$ cat src/rtl/tea_operand_loader_if.sv
// Operand-set handshake between the TEA operand loader (master) and the cipher core (slave).
interface tea_operand_loader_if;
   logic        out_valid;
   logic        out_ready;
   logic [31:0] v0;
   logic [31:0] v1;
   logic [31:0] k0;
   logic [31:0] k1;
   logic [31:0] k2;
   logic [31:0] k3;

   modport master (output out_valid, v0, v1, k0, k1, k2, k3, input out_ready);
   modport slave  (input out_valid, v0, v1, k0, k1, k2, k3, output out_ready);
endinterface

$ cat src/rtl/tea_operand_loader.sv
// Byte-at-a-time TEA operand entry from switches and debounced buttons, handed to the cipher via valid/ready.
// Optional macro TEA_LOADER_BACKSPACE_EN turns the clear button into a byte/word backspace.
module tea_operand_loader #(
   parameter int unsigned DEBOUNCE_CYCLES = 500000,
   parameter int unsigned CNT_W           = 20
) (
   input  logic                  clk,
   input  logic                  resetn,
   input  logic [7:0]            sw,
   input  logic                  load_btn,
   input  logic                  clear_btn,
   tea_operand_loader_if.master  bus,
   output logic [2:0]            word_idx,
   output logic [1:0]            byte_idx,
   output logic [31:0]           preview
);

   localparam int unsigned NBTN      = 2;
   localparam int unsigned NWORDS    = 6;
   localparam int unsigned LAST_WORD = 5;

   typedef enum logic {COLLECT = 1'b0, PRESENT = 1'b1} state_e;

   logic [NBTN-1:0]  sync1_q, sync1_d, sync2_q, sync2_d;
   logic [NBTN-1:0]  stable_q, stable_d, press_q, press_d;
   logic [CNT_W-1:0] cnt_q [NBTN];
   logic [CNT_W-1:0] cnt_d [NBTN];

   state_e      state_q, state_d;
   logic [31:0] shift_q, shift_d;
   logic [1:0]  byte_idx_q, byte_idx_d;
   logic [2:0]  word_idx_q, word_idx_d;
   logic [31:0] words_q [NWORDS];
   logic [31:0] words_d [NWORDS];
   logic        out_valid_q, out_valid_d;

   logic load_press, clear_press;

   // Two-flop synchroniser and per-button debounce; bit 0 = load, bit 1 = clear
   always_comb begin
      sync1_d  = {clear_btn, load_btn};
      sync2_d  = sync1_q;
      stable_d = stable_q;
      for (int i = 0; i < int'(NBTN); i++) begin
         cnt_d[i] = '0;
         if (sync2_q[i] != stable_q[i]) begin
            if (cnt_q[i] == CNT_W'(DEBOUNCE_CYCLES - 1)) begin
               stable_d[i] = ~stable_q[i];
            end else begin
               cnt_d[i] = cnt_q[i] + CNT_W'(1);
            end
         end
      end
      press_d = stable_d & ~stable_q;
   end

   assign load_press  = press_q[0];
   assign clear_press = press_q[1];

`ifdef TEA_LOADER_BACKSPACE_EN
   logic [31:0] prev_word;

   always_comb begin
      prev_word = '0;
      for (int i = 0; i < int'(NWORDS) - 1; i++) begin
         if (word_idx_q == 3'(i + 1)) prev_word = words_q[i];
      end
   end
`endif

   // Entry / presentation FSM; clear takes priority over a coincident load
   always_comb begin
      state_d     = state_q;
      shift_d     = shift_q;
      byte_idx_d  = byte_idx_q;
      word_idx_d  = word_idx_q;
      out_valid_d = out_valid_q;
      for (int i = 0; i < int'(NWORDS); i++) words_d[i] = words_q[i];

      unique case (state_q)
         COLLECT: begin
            if (clear_press) begin
`ifdef TEA_LOADER_BACKSPACE_EN
               if (byte_idx_q != 2'd0) begin
                  shift_d    = shift_q >> 8;
                  byte_idx_d = byte_idx_q - 2'd1;
               end else if (word_idx_q != 3'd0) begin
                  word_idx_d = word_idx_q - 3'd1;
                  shift_d    = {8'h00, prev_word[31:8]};
                  byte_idx_d = 2'd3;
               end
`else
               shift_d    = '0;
               byte_idx_d = 2'd0;
`endif
            end else if (load_press) begin
               if (byte_idx_q == 2'd3) begin
                  for (int i = 0; i < int'(NWORDS); i++) begin
                     if (word_idx_q == 3'(i)) words_d[i] = {shift_q[23:0], sw};
                  end
                  shift_d    = '0;
                  byte_idx_d = 2'd0;
                  if (word_idx_q == 3'(LAST_WORD)) begin
                     state_d     = PRESENT;
                     out_valid_d = 1'b1;
                  end else begin
                     word_idx_d = word_idx_q + 3'd1;
                  end
               end else begin
                  shift_d    = {shift_q[23:0], sw};
                  byte_idx_d = byte_idx_q + 2'd1;
               end
            end
         end
         PRESENT: begin
            if (bus.out_ready) begin
               state_d     = COLLECT;
               out_valid_d = 1'b0;
               word_idx_d  = 3'd0;
               byte_idx_d  = 2'd0;
               shift_d     = '0;
            end
         end
         default: state_d = COLLECT;
      endcase
   end

   always_ff @(posedge clk) begin
      if (!resetn) begin
         sync1_q     <= '0;
         sync2_q     <= '0;
         stable_q    <= '0;
         press_q     <= '0;
         for (int i = 0; i < int'(NBTN); i++) cnt_q[i] <= '0;
         state_q     <= COLLECT;
         shift_q     <= '0;
         byte_idx_q  <= '0;
         word_idx_q  <= '0;
         out_valid_q <= 1'b0;
         for (int i = 0; i < int'(NWORDS); i++) words_q[i] <= '0;
      end else begin
         sync1_q     <= sync1_d;
         sync2_q     <= sync2_d;
         stable_q    <= stable_d;
         press_q     <= press_d;
         for (int i = 0; i < int'(NBTN); i++) cnt_q[i] <= cnt_d[i];
         state_q     <= state_d;
         shift_q     <= shift_d;
         byte_idx_q  <= byte_idx_d;
         word_idx_q  <= word_idx_d;
         out_valid_q <= out_valid_d;
         for (int i = 0; i < int'(NWORDS); i++) words_q[i] <= words_d[i];
      end
   end

   assign bus.out_valid = out_valid_q;
   assign bus.v0        = words_q[0];
   assign bus.v1        = words_q[1];
   assign bus.k0        = words_q[2];
   assign bus.k1        = words_q[3];
   assign bus.k2        = words_q[4];
   assign bus.k3        = words_q[5];
   assign word_idx      = word_idx_q;
   assign byte_idx      = byte_idx_q;
   assign preview       = shift_q;

endmodule

$ cat src/flat_wrapper.sv
// flat-port wrapper written by rule: the top's interface ports become plain ports
module tea_operand_loader_flat 
#(
   parameter int unsigned DEBOUNCE_CYCLES = 500000,
   parameter int unsigned CNT_W           = 20
)
  (clk, resetn, sw, load_btn, clear_btn, word_idx, byte_idx, preview, bus_out_valid, bus_v0, bus_v1, bus_k0, bus_k1, bus_k2, bus_k3, bus_out_ready);
  tea_operand_loader_if bus_i ();
  input  logic clk;
  input  logic resetn;
  input  logic [7:0] sw;
  input  logic load_btn;
  input  logic clear_btn;
  output logic [2:0] word_idx;
  output logic [1:0] byte_idx;
  output logic [31:0] preview;
  output wire logic [$bits(bus_i.out_valid)-1:0] bus_out_valid;
  output wire logic [$bits(bus_i.v0)-1:0] bus_v0;
  output wire logic [$bits(bus_i.v1)-1:0] bus_v1;
  output wire logic [$bits(bus_i.k0)-1:0] bus_k0;
  output wire logic [$bits(bus_i.k1)-1:0] bus_k1;
  output wire logic [$bits(bus_i.k2)-1:0] bus_k2;
  output wire logic [$bits(bus_i.k3)-1:0] bus_k3;
  input wire logic [$bits(bus_i.out_ready)-1:0] bus_out_ready;
  assign bus_out_valid = bus_i.out_valid;
  assign bus_v0 = bus_i.v0;
  assign bus_v1 = bus_i.v1;
  assign bus_k0 = bus_i.k0;
  assign bus_k1 = bus_i.k1;
  assign bus_k2 = bus_i.k2;
  assign bus_k3 = bus_i.k3;
  assign bus_i.out_ready = bus_out_ready;
  tea_operand_loader #(.DEBOUNCE_CYCLES(DEBOUNCE_CYCLES), .CNT_W(CNT_W)) u_core (.clk(clk), .resetn(resetn), .sw(sw), .load_btn(load_btn), .clear_btn(clear_btn), .bus(bus_i), .word_idx(word_idx), .byte_idx(byte_idx), .preview(preview));
endmodule
$ cat config.mk
export PLATFORM = sky130hd
export DESIGN_NAME = tea_operand_loader_flat
export DESIGN_NICKNAME = d
export VERILOG_FILES = /design/src/rtl/tea_operand_loader_if.sv /design/src/rtl/tea_operand_loader.sv /design/src/flat_wrapper.sv
export SDC_FILE = /design/constraint.sdc
export NUM_CORES = 1
export LEC_CHECK = 0
export CELL_PAD_IN_SITES_DETAIL_PLACEMENT = 0
export CELL_PAD_IN_SITES_GLOBAL_PLACEMENT = 1
export CORE_ASPECT_RATIO = 0.9
export CORE_MARGIN = 5
export CORE_UTILIZATION = 40
export DETAILED_ROUTE_END_ITERATION = 10
export PLACE_DENSITY = 0.85
export SLEW_MARGIN = 20
export SYNTH_ARGS = -nofsm -noshare
export SYNTH_HDL_FRONTEND = slang
export SYNTH_SLANG_ARGS = --single-unit
export TNS_END_PERCENT = 30
$ cat constraint.sdc
create_clock -name clk -period 5.5 [get_ports clk]
set_clock_uncertainty 0.1 [all_clocks]
set_input_delay 0.55 -clock clk [delete_from_list [all_inputs] [get_ports clk]]
set_output_delay 0.55 -clock clk [all_outputs]
set_load 0.005 [all_outputs]
==> metrics, run 1 <==
DRT Wirelength=33,500 um; setup bufs post-CTS=0; CTS resizes=0; hold_sp=u_core.sync1_q[0]; share of cells above drive strength 1=0.04711; Port Buffers=around 240; crit-path max FO=9; hold path cells=1; status=finished, final reports clean; cell taking the most area after synthesis=dfxtp_1; # diodes=0; fraction of registers with async set/reset=0; area delta synth->final=30.36%; WHS=about 0.33 ns; crit-path max cell delay=0.75 ns; worst reg-to-reg path cell count=6; gr ovfl total=0; Pwr Density=276.0 nW/um^2; Yosys reg bits=279; reg-to-reg startpoint=u_core.byte_idx[0]; vias after detailed routing=9,235; post-synth cell types=40; DR vias/cell=5.019; row count=57; FILL cells=2,580; DRC viols=0; Placer Congestion=0.7762; 1st-pass router iterations=5; dpl hpwl=21,420 um; GR Util All Layers=0.2094; Final Net Count=1,485; CTS H-tree lvls=1; Worst Path Buf+Inv=1; Fin. Hold Viols=0; most common cell after layout, fill and taps aside=nand2_1; WP data required=between 4 and 5 ns; Startpoint Class=register; Mapped Nets=1,314; Syn Inst Count=1,293; Ports=243; die area=approximately 31,000 um^2; clock latency on the worst-skew pair=0.55 ns; Crit Path Class=reg -> out; CTS max path bufs=3; Critical Path Start=u_core.preview[20]; Final setup viols=0; RSZ-0062 raised after global routing=no; Max VDD drop=261.3 uV; worst slew pin tran=0.9645 ns; Top FF cell, synth=dfxtp_1; R2R setup slack=2.94 ns; Leak=roughly 4.5 nW; EDFF count, synth=0; non-filler instance count after layout=1,840; Detailed Route Iter0 Violations=544; pins over their slew limit=0; Core Footprint=27,030 um^2; wire per inst=18.21 um; final setup TNS=0 ns; CP max stage cell=dfxtp_1; WHS Endpoint=u_core.sync2_q[0]; Synth area leaders=dfxtp_1, a21boi_0, nand2_1; crit path DAT=approximately 1.9 ns; Avg Inst Size Synth=~8.5 um^2; Hold Path Class=reg -> reg; Final Util=0.5291; MaxCap Viol Count=0; fin crit share=0.4682; max_slew headroom=0.3570; Final Critical Period=2.575 ns; Num CTS Buffers=29; r2r endpoint=u_core.words_q[0][87]; CP cell instances=clkdlybuf4s50_1; family with the most delay on the worst path=flip-flops; Worst-path clk slew=0.06 ns; critical path endpoint category=output pin; Fmax=between 0.3 and 0.4 GHz; Die Y=about 170 um; most frequent cells in the layout=nand2_1, dfxtp_1, clkdlybuf4s50_1; first-pass GRT wire length=51,550 um; Clk Tree Root Cell=clkbuf_16; synthesis warning total=0; vias in the first global route=8,740; CTS Sinks=279; die width=184.6 um; sequential share of the synthesized area=0.5091; placed cells=about 1,800; hold_buf cts=0; Final ANT Viol Nets=0; Netlist Area Pre-Place=~11,000 um^2; antenna violations before repair=0; Initial Util=0.4059; post-synth top area share=0.5091; CTS tree=yes; largest net degree at the start of global routing=~150
-- how the worst max path moves through the flow --
| stage | endpoint | cells after the start |
|---|---|---|
| 2_1_floorplan | u_core.words_q[0][136] | 8 |
| 3_3_place_gp | u_core.words_q[0][88] | 6 |
| 3_5_place_dp | u_core.words_q[0][87] | 6 |
| 4_1_cts | preview[16] | 1 |
| 5_1_grt | u_core.words_q[0][89] | 6 |
| 6_report | preview[20] | 1 |
-- Yosys cell counts (2+ instances only) --
master,n
xor2_1,13
nor2_1,39
or4_1,3
nor3_1,7
nor4b_1,4
and3_1,10
buf_4,29
o21ai_0,5
xnor2_1,17
mux2i_1,4
and4_1,3
nor2b_1,2
nand3_1,52
nand2_1,436
a21boi_1,2
and2_1,5
or3_1,6
o21a_1,2
nor4bb_1,2
buf_2,20
a21boi_0,225
nand4_1,14
ha_1,8
o31ai_1,3
or2_2,2
dfxtp_1,279
clkbuf_1,64
inv_1,8
nor4_1,11
a21oi_1,8
-- area by class of cell --
cell class / count / area (um^2) / share of cell area
clock buffers: 44 / 842.1 / 0.05887
clock inverters: 9 / 51.30 / 0.003587
inverters: 8 / 30.03 / 0.002100
multi-input cells: 892 / 4837 / 0.3382
flip-flops and latches: 279 / 5585 / 0.3905
well taps: 354 / 442.9 / 0.03097
repair buffers: 254 / 2514 / 0.1757
-- stage by stage --
stage	area [um^2]	setup WS [ns]	power [W]
after floorplan	10970	3.706	0.002109
after global placement	13400	3.040	0.002135
after detailed placement	13410	2.911	0.002135
after CTS	14300	2.900	0.003985
after global routing	14300	2.718	0.004075
final	14300	2.925	0.003947
-- state kept, by name, summed over array words and instances (netlist names) --
| register | count |
|---|---|
| u_core.words_q | 192 |
| u_core.stable_q | 2 |
| u_core.preview | 32 |
| u_core.byte_idx | 2 |
| u_core.sync1_q | 2 |
| u_core.sync2_q | 2 |
| u_core.cnt_q | 40 |
| u_core.press_q | 2 |
| u_core.word_idx | 3 |
| u_core.bus.out_valid | 1 |
| u_core.state_q | 1 |
-- power by group --
group          total (W)  switching, W  internal [W]
combinational  0.0000670     0.0000362     0.0000308
clock            0.00186      0.000805       0.00105
sequential       0.00202   0.000000863       0.00202
-- per-layer routing --
layer  GRT usage  share of wire  vias to the layer above
li1            -              -                     4570
met1      0.2848           0.45                     4344
met2      0.3432           0.46                      264
met4     0.05464          0.028                        0
met5           0              0                        -
met3     0.03970          0.066                       57
-- logic make-up (layout without fill, tap and decap cells) --
family | after synthesis | in the layout | share of synthesized area
AND/OR/NAND/NOR | 601 | 601 | 0.2328
adder cells (fa/ha/maj) | 8 | 8 | 0.009123
AO/OA/AOI/OAI | 249 | 249 | 0.1675
buffers and inverters | 122 | 315 | 0.05394
flip-flops | 279 | 279 | 0.5091
XOR/XNOR | 30 | 30 | 0.02395
multiplexers | 4 | 4 | 0.003649
(Power assumes the default switching activity.)
==> inputs of run 2 (changes only) <==
--- a/config.mk
+++ b/config.mk
@@ -9,9 +9,9 @@
 export CELL_PAD_IN_SITES_GLOBAL_PLACEMENT = 1
 export CORE_ASPECT_RATIO = 0.9
 export CORE_MARGIN = 5
-export CORE_UTILIZATION = 40
+export CORE_UTILIZATION = 34
 export DETAILED_ROUTE_END_ITERATION = 10
-export PLACE_DENSITY = 0.85
+export PLACE_DENSITY = 0.77
 export SLEW_MARGIN = 20
 export SYNTH_ARGS = -nofsm -noshare
 export SYNTH_HDL_FRONTEND = slang
==> constraint.sdc (replaced) <==
create_clock -name clk -period 2.25 [get_ports clk]
set_clock_uncertainty 0.1 [all_clocks]
set_input_delay 0.225 -clock clk [delete_from_list [all_inputs] [get_ports clk]]
set_output_delay 0.225 -clock clk [all_outputs]
set_load 0.005 [all_outputs]
==> run 2 against run 1 <==
Compared with the run above:
- global-route usage is 2.0 points lower
- sequential power increased by 150%
- hold slack worse by 0.17 ns
- combinational power rose to 2.5 times the previous value
- highest routed layer is now met5
==> metrics, run 2 (synthesis gave the netlist of run 1 again) <==
Pwr Density=698.5 nW/um^2 (was 276.0 nW/um^2); Initial Util=0.3441 (was 0.4059); Overall Power=0.01045 W (was 0.003947 W); Final Net Count=1,523 (was 1,485); busiest layer in global routing=met2 (unchanged); area delta synth->final=36.32% (was 30.36%); pins over their slew limit=0 (unchanged); wire per inst=18.17 um (was 18.21 um); fin crit share=0.9567; number of flip-flops in the largest register=192 (unchanged); CTS tree=yes (unchanged); worst reg-to-reg path cell count=4 (was 6); Hold Path Class=in -> reg (was reg -> reg); Placer Congestion=0.7756 (was 0.7762); met3 Usage GRT=0.03795 (was 0.03970); Startpoint Class=register (unchanged); Ports=243 (unchanged); WP data required=1.92 ns (was 4.85 ns); Worst-path clk slew=0.06 ns (about the same); die area=35,970 um^2 (was 30,850 um^2); CP max stage cell=dfxtp_1 (unchanged); hold_sp=clear_btn (was u_core.sync1_q[0]); 1st-pass router iterations=4 (was 5); worst slew pin tran=1.038 ns (was 0.9645 ns); most common cell after layout, fill and taps aside=nand2_1 (unchanged); Detailed Route Iter0 Violations=526 (was 544); R2R setup slack=0.21 ns (was 2.94 ns); Final ANT Viol Nets=0 (unchanged); Final setup viols=0 (unchanged); Worst Path Buf+Inv=1 (unchanged); vias after detailed routing=9,308 (was 9,235); share of cells above drive strength 1=0.07612 (was 0.04711); setup bufs post-CTS=0 (unchanged); Leak=4.806 nW (was 4.504 nW); CTS H-tree lvls=1 (unchanged); die width=199.4 um (was 184.6 um); Core Footprint=31,880 um^2 (was 27,030 um^2); reg-to-reg startpoint=u_core.state_q (was u_core.byte_idx[0]); DRT Wirelength=35,250 um (was 33,500 um); dpl hpwl=23,650 um (was 21,420 um); WHS Endpoint=u_core.sync1_q[1] (was u_core.sync2_q[0]); hold path cells=2 (was 1); CP cell instances=clkdlybuf4s50_1 (unchanged); DRC viols=0 (unchanged); antenna violations before repair=1 (was 0); Clk Tree Root Cell=clkbuf_16 (unchanged); DR vias/cell=4.798 (was 5.019); critical path endpoint category=output pin (unchanged); max_slew headroom=0.3083 (was 0.3570); Crit Path Class=reg -> out (unchanged); crit-path max cell delay=0.66 ns (was 0.75 ns); RSZ-0062 raised after global routing=no (unchanged); Final Critical Period=about 2.2 ns; crit-path max FO=9 (unchanged); crit path DAT=1.83 ns (was 1.92 ns); CTS max path bufs=3 (unchanged); Die Y=180.4 um (was 167.1 um); status=finished, final reports clean (unchanged); MaxCap Viol Count=0 (unchanged); Fin. Hold Viols=0 (unchanged); most frequent cells in the layout=nand2_1, dfxtp_1, clkdlybuf4s50_1 (unchanged); vias in the first global route=9,114 (was 8,740); clock latency on the worst-skew pair=0.56 ns (was 0.55 ns); Fmax=0.4646 GHz; met2 usage=0.3104 (was 0.3432); # diodes=0 (unchanged); GR Util met1=0.2579 (was 0.2848); row count=62 (was 57); family with the most delay on the worst path=flip-flops (unchanged); CTS Sinks=279 (unchanged); r2r endpoint=u_core.preview[0] (was u_core.words_q[0][87]); Port Buffers=242 (unchanged); gr ovfl total=0 (unchanged); first-pass GRT wire length=54,280 um (was 51,550 um); Largest Register=u_core.words_q (unchanged); GR Util All Layers=0.1890 (was 0.2094); Max VDD drop=659.3 uV (was 261.3 uV); Num CTS Buffers=31 (was 29); largest net degree at the start of global routing=123 (was 151); final setup TNS=0 ns (unchanged)
## run 2: cell count changes in the layout (fill, tap and decap cells not counted), moves of 4 or more
cell / previous run / this run
clkbuf_1: 9 / 5
bufinv_16: 0 / 5
buf_4: 12 / 38
buf_12: 0 / 9
## run 2: metrics by stage
step / hold WS [ns] / std cells / cell area (um^2) / util / worst slack [ns]
2_1_floorplan: 0.2523 / 1293 / 10970 / - / 0.4559
3_3_place_gp: 0.3152 / 1884 / 13860 / 0.4349 / 0.1637
3_5_place_dp: 0.3212 / 1884 / 13860 / 0.4349 / 0.1485
4_1_cts: 0.1413 / 1940 / 14960 / 0.4691 / 0.05650
5_1_grt: 0.1539 / 1940 / 14960 / 0.4691 / 0.02627
6_report: 0.1622 / 1940 / 14960 / 0.4691 / 0.09744
## run 2: metal layers
| layer | routed length (um) | part of all wire |
|---|---|---|
| met3 | 2383 | 0.068 |
| met4 | 826 | 0.023 |
| met1 | 15990 | 0.45 |
| met2 | 16050 | 0.46 |
| met5 | 10 | 0.00028 |
## run 2: worst max path at each step
| stage | endpoint | startpoint | slack [ns] | cells after the start |
|---|---|---|---|---|
| after global routing | preview[12] | u_core.preview[12] | 0.03 | 1 |
| after CTS | preview[12] | u_core.preview[12] | 0.06 | 1 |
| after global placement | u_core.preview[1] | u_core.state_q | 0.16 | 4 |
| after detailed placement | u_core.preview[0] | u_core.state_q | 0.15 | 4 |
| final | preview[12] | u_core.preview[12] | 0.1 | 1 |
| after floorplan | u_core.words_q[0][136] | u_core.byte_idx[0] | 0.46 | 8 |
## run 2: area by class of cell
class	instances	area (um^2)
Timing Repair Buffer	290	2899
Sequential cell	279	5585
Clock buffer	43	890.9
Fill cell	3084	16930
Inverter	8	30.03
Clock inverter	12	191.4
Tap cell	416	520.5
Multi-Input combinational cell	892	4840
## run 2: repair_timing
item                       in CTS  in global routing
setup endpoints to repair       0                 57
gates resized for setup         0                  1
hold endpoints to repair        6                  0
hold buffers                    1                  0
## run 2: power by group
part / total (W) / switching (W) / internal (W)
logic: 0.000170 / 0.0000901 / 0.0000796
registers: 0.00495 / 0.00000225 / 0.00494
clock network: 0.00533 / 0.00202 / 0.00331
total: 0.0104 / 0.00211 / 0.00833
==> RTL edit 1 (settings of run 2) <==
`CNT_W` is set to 20 in 2 places; all go to 30.
--- a/src/rtl/tea_operand_loader.sv
+++ b/src/rtl/tea_operand_loader.sv
@@ -4,3 +4,3 @@
    parameter int unsigned DEBOUNCE_CYCLES = 500000,
-   parameter int unsigned CNT_W           = 20
+   parameter int unsigned CNT_W           = 30
 ) (
--- a/src/flat_wrapper.sv
+++ b/src/flat_wrapper.sv
@@ -4,3 +4,3 @@
    parameter int unsigned DEBOUNCE_CYCLES = 500000,
-   parameter int unsigned CNT_W           = 20
+   parameter int unsigned CNT_W           = 30
 )
Function: same outputs for any inputs over 4 cycles, from zero or initial values and one cycle with resetn low; that may be too few to reach the edited logic, so the function may still have changed.
==> RTL edit 1 against run 2 <==
- final area up 4.0%
- clock power up 9.0%
- routed wire length up 5.6%
- area after synthesis up 2.5%
- non-clock buffer count up 8
- sequential cell count up 20
- synthesized cell count up 7.2%
- combinational power down 8%
- first-iteration DRC count up 27%
- setup slack better by 0.051 ns
- hold slack better by 0.059 ns
- total power up 7.9%
- critical path depth unchanged
- highest routed layer is now met4
==> RTL edit 1: results (changes against run 2) <==
Status
  – Status: completed (unchanged)

Worst setup path
  – R2R Path Start: u_core.cnt_q[0][38] (was u_core.state_q)
  – R2R setup slack: 0.18 ns (was 0.21 ns)
  – CP Capture Point: preview[14] (was preview[12])
  – Arrival @ worst endpoint: 1.78 ns (was 1.83 ns)
  – Critical path launch point: u_core.preview[14] (was u_core.preview[12])

Clock tree
  – H-tree lvl count: 2 (was 1)
  – Worst-Skew Late Latency: 0.52 ns (was 0.56 ns)

GRT
  – Initial antenna violation count: 0 (was 1)
  – Total track usage: 0.192 (was 0.189)
  – First-pass GRT wire length: 56.8 mm (was 54.3 mm)

STA
  – Max transition margin: 0.540 (was 0.308)
  – Worst hold slack: 0.221 ns (was 0.162 ns)
  – Period Utilization, post-route: 0.934 (was 0.957)

Worst hold path
  – Hold_sp: load_btn (was clear_btn)
  – Worst Hold End: u_core.sync1_q[0] (was u_core.sync1_q[1])

Route
  – DRT Pass-1 Iters: 5 (was 4)
  – Routed via count: 10.4k (was 9308)
  – Via density: 5.06 (was 4.80)

Power and ir drop
  – Leak Pwr: 0.00502 uW (was 0.00481 uW)
  – Combinational share of power: 0.014 (was 0.016)
  – Int Power: 8940 uW (was 8330 uW)
  – Max rail drop VDD: 0.519 mV (was 0.659 mV)

Placement
  – Post-DP Area: 14400 sq um (was 13900 sq um)
  – Post-DP HPWL: 25.0 mm (was 23.6 mm)

Synth
  – Register area share after synthesis: 0.532 (was 0.509)
  – Fraction of the mapped netlist area in adder cells: 0.00890 (was 0.00912)
  – Post-Syn Instances: 1386 (was 1293)
  – Xor/xnor share of the synthesized area: 0.0218 (was 0.0239)
  – Synth cell count leaders: nand2_1, dfxtp_1, a21oi_1 (was nand2_1, dfxtp_1, a21boi_0)
  – Synth top area cells: dfxtp_1, nand2_1, a21oi_1, clkbuf_1, nor2_1 (was dfxtp_1, a21boi_0, nand2_1, nand3_1, clkbuf_1)
-- RTL edit 1: changes by cell type in the layout (fill, tap and decap cells not counted), sizes merged, moves of 22 or more --
cell    change
a22oi      +32
nand3      -29
nand2      -22
a21oi     +218
a21boi    -227
or4        +22
nor2       +29
-- RTL edit 1: layout make-up --
type / instances / area [sq um]
Multi-Input combinational cell: 954 / 4780
Clock buffer: 50 / 1010
Fill cell: 3210 / 17200
Inverter: 15 / 61.3
Timing Repair Buffer: 298 / 3010
Sequential cell: 299 / 5990
Tap cell: 422 / 528
Clock inverter: 11 / 173
-- RTL edit 1: cell families after synthesis --
group	count (synthesis)
compound gates	297
xor+xnor	28
fa+ha+maj	8
buf+inv	133
flops	299
mux	1
simple gates	620
-- RTL edit 1: metal layers --
layer  part of all wire  GRT usage  up-vias
met5                  0          0        -
met2               0.46      0.317      297
met3              0.057     0.0361       54
met4              0.023     0.0517        0
li1                   -          -     5107
met1               0.46      0.261     4905
==> RTL edit 2 (config.mk and constraints of run 2) <==
Without the edit above. Take the reset off `shift_q` and load it in a clocked block of its own.
--- a/src/rtl/tea_operand_loader.sv
+++ b/src/rtl/tea_operand_loader.sv
@@ -135,3 +135,2 @@
          state_q     <= COLLECT;
-         shift_q     <= '0;
          byte_idx_q  <= '0;
@@ -147,3 +146,2 @@
          state_q     <= state_d;
-         shift_q     <= shift_d;
          byte_idx_q  <= byte_idx_d;
@@ -153,2 +151,6 @@
       end
+   end
+
+   always_ff @(posedge clk) begin
+      shift_q <= shift_d;
    end
Check against the original RTL: same outputs for any inputs over 4 cycles, from zero or initial values and one cycle with resetn low; that may be too few to reach the edited logic, so the function may still have changed.
==> RTL edit 2 against run 2 <==
- final area is 3.4% lower
- sequential cell count stayed put
- core utilization is 1.1 points higher
- cell count is 5.6% lower
- setup slack better by 0.072 ns
- routed wire length is 11% lower
- total power is 5.0% lower
- area after synthesis is 4.9% lower
- die area is 4.7% lower
- sequential power is 2% higher
==> RTL edit 2: results (changes against run 2) <==
STA
  – Worst hold slack: 0.176 ns (was 0.162 ns)
  – Tightest Pin Transition: 0.524 ns (was 1.04 ns)

Worst setup path
  – Arrival @ worst endpoint: 1.76 ns (was 1.83 ns)
  – Slowest CP cell: edfxtp_1 (was dfxtp_1)
  – R2r endpoint: u_core.stable_q[1] (was u_core.preview[0])
  – R2R Path Start: u_core.cnt_q[0][29] (was u_core.state_q)
  – R2R depth: 4 (unchanged)
  – Crit-path max cell delay: 0.62 ns (was 0.66 ns)
  – R2R setup slack: roughly 0.22 ns
  – CP delay by family, top: flip-flops (unchanged)
  – CP max FO: 7 (was 9)

Synth
  – Async S/R FF share, synth: 0 (unchanged)
  – Synth cell count leaders: dfxtp_1, nand2_1, nand3_1 (was nand2_1, dfxtp_1, a21boi_0)
  – Synth top area cells: dfxtp_1, edfxtp_1, nand3_1, o21ai_0, nand2_1 (was dfxtp_1, a21boi_0, nand2_1, nand3_1, clkbuf_1)
  – Synth cell types: 43 (was 40)
  – Synth Net Count: 1193 (was 1314)
  – Post-synth EDFFs: 32 (was 0)
  – Register area share after synthesis: 0.566 (was 0.509)
  – Warnings from Yosys: 0 (unchanged)

Power and ir drop
  – Leak Pwr: 0.00476 uW (was 0.00481 uW)
  – Int Power: 7860 uW (was 8330 uW)
  – Seq power: 5030 uW (was 4950 uW)
  – Max rail drop VDD: 0.630 mV (was 0.659 mV)
  – Clock power frac: 0.475 (was 0.510)

Clock tree
  – Root Buffer: clkbuf_16 (unchanged)
  – Worst-Skew Late Latency: 0.54 ns (was 0.56 ns)
  – TritonCTS Buffers: 30 (was 31)
  – H-tree lvl count: 1 (unchanged)
  – Clock slew at reported path FFs: 0.06 ns (about the same)
  – Clk buf depth: 3 (unchanged)

Finish
  – Largest Register: u_core.words_q (unchanged)
  – Max reg flops: 192 (unchanged)
  – Fillers: 2881 (was 3084)
  – Share of post-route cells with drive strength above 1: 0.0728 (was 0.0761)
  – Final core utilization: 0.480 (was 0.469)
  – Nets@finish: 1427 (was 1523)

Placement
  – Post-DP Area: 13500 sq um (was 13900 sq um)
  – Final RePlAce weighted congestion: 0.787 (was 0.776)
  – Post-DP HPWL: 21.4 mm (was 23.6 mm)
  – Place WS: 0.188 ns (was 0.148 ns)

Route
  – DRT Pass-1 Iters: 5 (was 4)
  – WL final: 31.2 mm (was 35.3 mm)
  – Post-DRT Antenna Nets: 0 (unchanged)
  – DRT iter0 DRCs: 517 (was 526)
  – Routed via count: 8759 (was 9308)

Worst hold path
  – Hold_sp: clear_btn (unchanged)
  – Worst Hold End: u_core.sync1_q[1] (unchanged)

GRT
  – Pin count of the biggest net entering global routing: 104 (was 123)
  – First-pass GRT wire length: 48.9 mm (was 54.3 mm)
  – Vias in the first global route: 8376 (was 9114)
  – Initial antenna violation count: 0 (was 1)
  – Total track usage: 0.176 (was 0.189)

Status
  – Status: completed (unchanged)
[RTL edit 2: repair_timing]
item	4_1_cts	5_1_grt
resized for setup	0	1
setup endpoints to repair	0	6
hold buffers	1	0
endpoints found under the hold margin	13	0
[RTL edit 2: through the flow]
stage / total power (uW) / instances
4_1_cts: 10100 / 1832
6_report: 9930 / 1832
3_5_place_dp: 5330 / 1776
3_3_place_gp: 5320 / 1776
2_1_floorplan: 5250 / 1172
5_1_grt: 10300 / 1832
[RTL edit 2: layout make-up]
cell class	count	share of cell area
clock buffer	49	0.0639
clock inverter	6	0.00234
inverter	17	0.00442
multi-input combinational	791	0.287
sequential	279	0.409
tap	403	0.0349
timing repair buffer	287	0.199
[RTL edit 2: logic make-up (layout without fill, tap and decap cells)]
kind of cell | Yosys count | in the layout | synth area share
and+or+nand+nor | 530 | 530 | 0.240
AOI/OAI and AO/OA | 221 | 221 | 0.118
adders and majority gates | 8 | 8 | 0.00960
muxes | 2 | 2 | 0.00192
xor gates and xnor gates | 30 | 30 | 0.0252
DFF | 279 | 279 | 0.566
buffers and inverters | 102 | 359 | 0.0391
[RTL edit 2: worst max-delay path by stage]
stage	start	endpoint	slack [ns]	cells past startpoint
after detailed placement	u_core.byte_idx[0]	u_core.words_q[0][65]	0.19	6
after global routing	u_core.byte_idx[0]	u_core.words_q[0][34]	0.05	6
after global placement	u_core.cnt_q[0][29]	u_core.stable_q[1]	0.22	4
after CTS	u_core.preview[14]	preview[14]	0.11	1
after floorplan	u_core.state_q	u_core.byte_idx[0]	0.24	4
final	u_core.preview[14]	preview[14]	0.17	1
[RTL edit 2: metal layers]
layer	GRT usage	share of wire	vias to the layer above
met5	0	0	-
met4	0.0375	0.022	0
met3	0.0689	0.091	46
met2	0.280	0.44	218
met1	0.229	0.45	4016
li1	-	-	4479
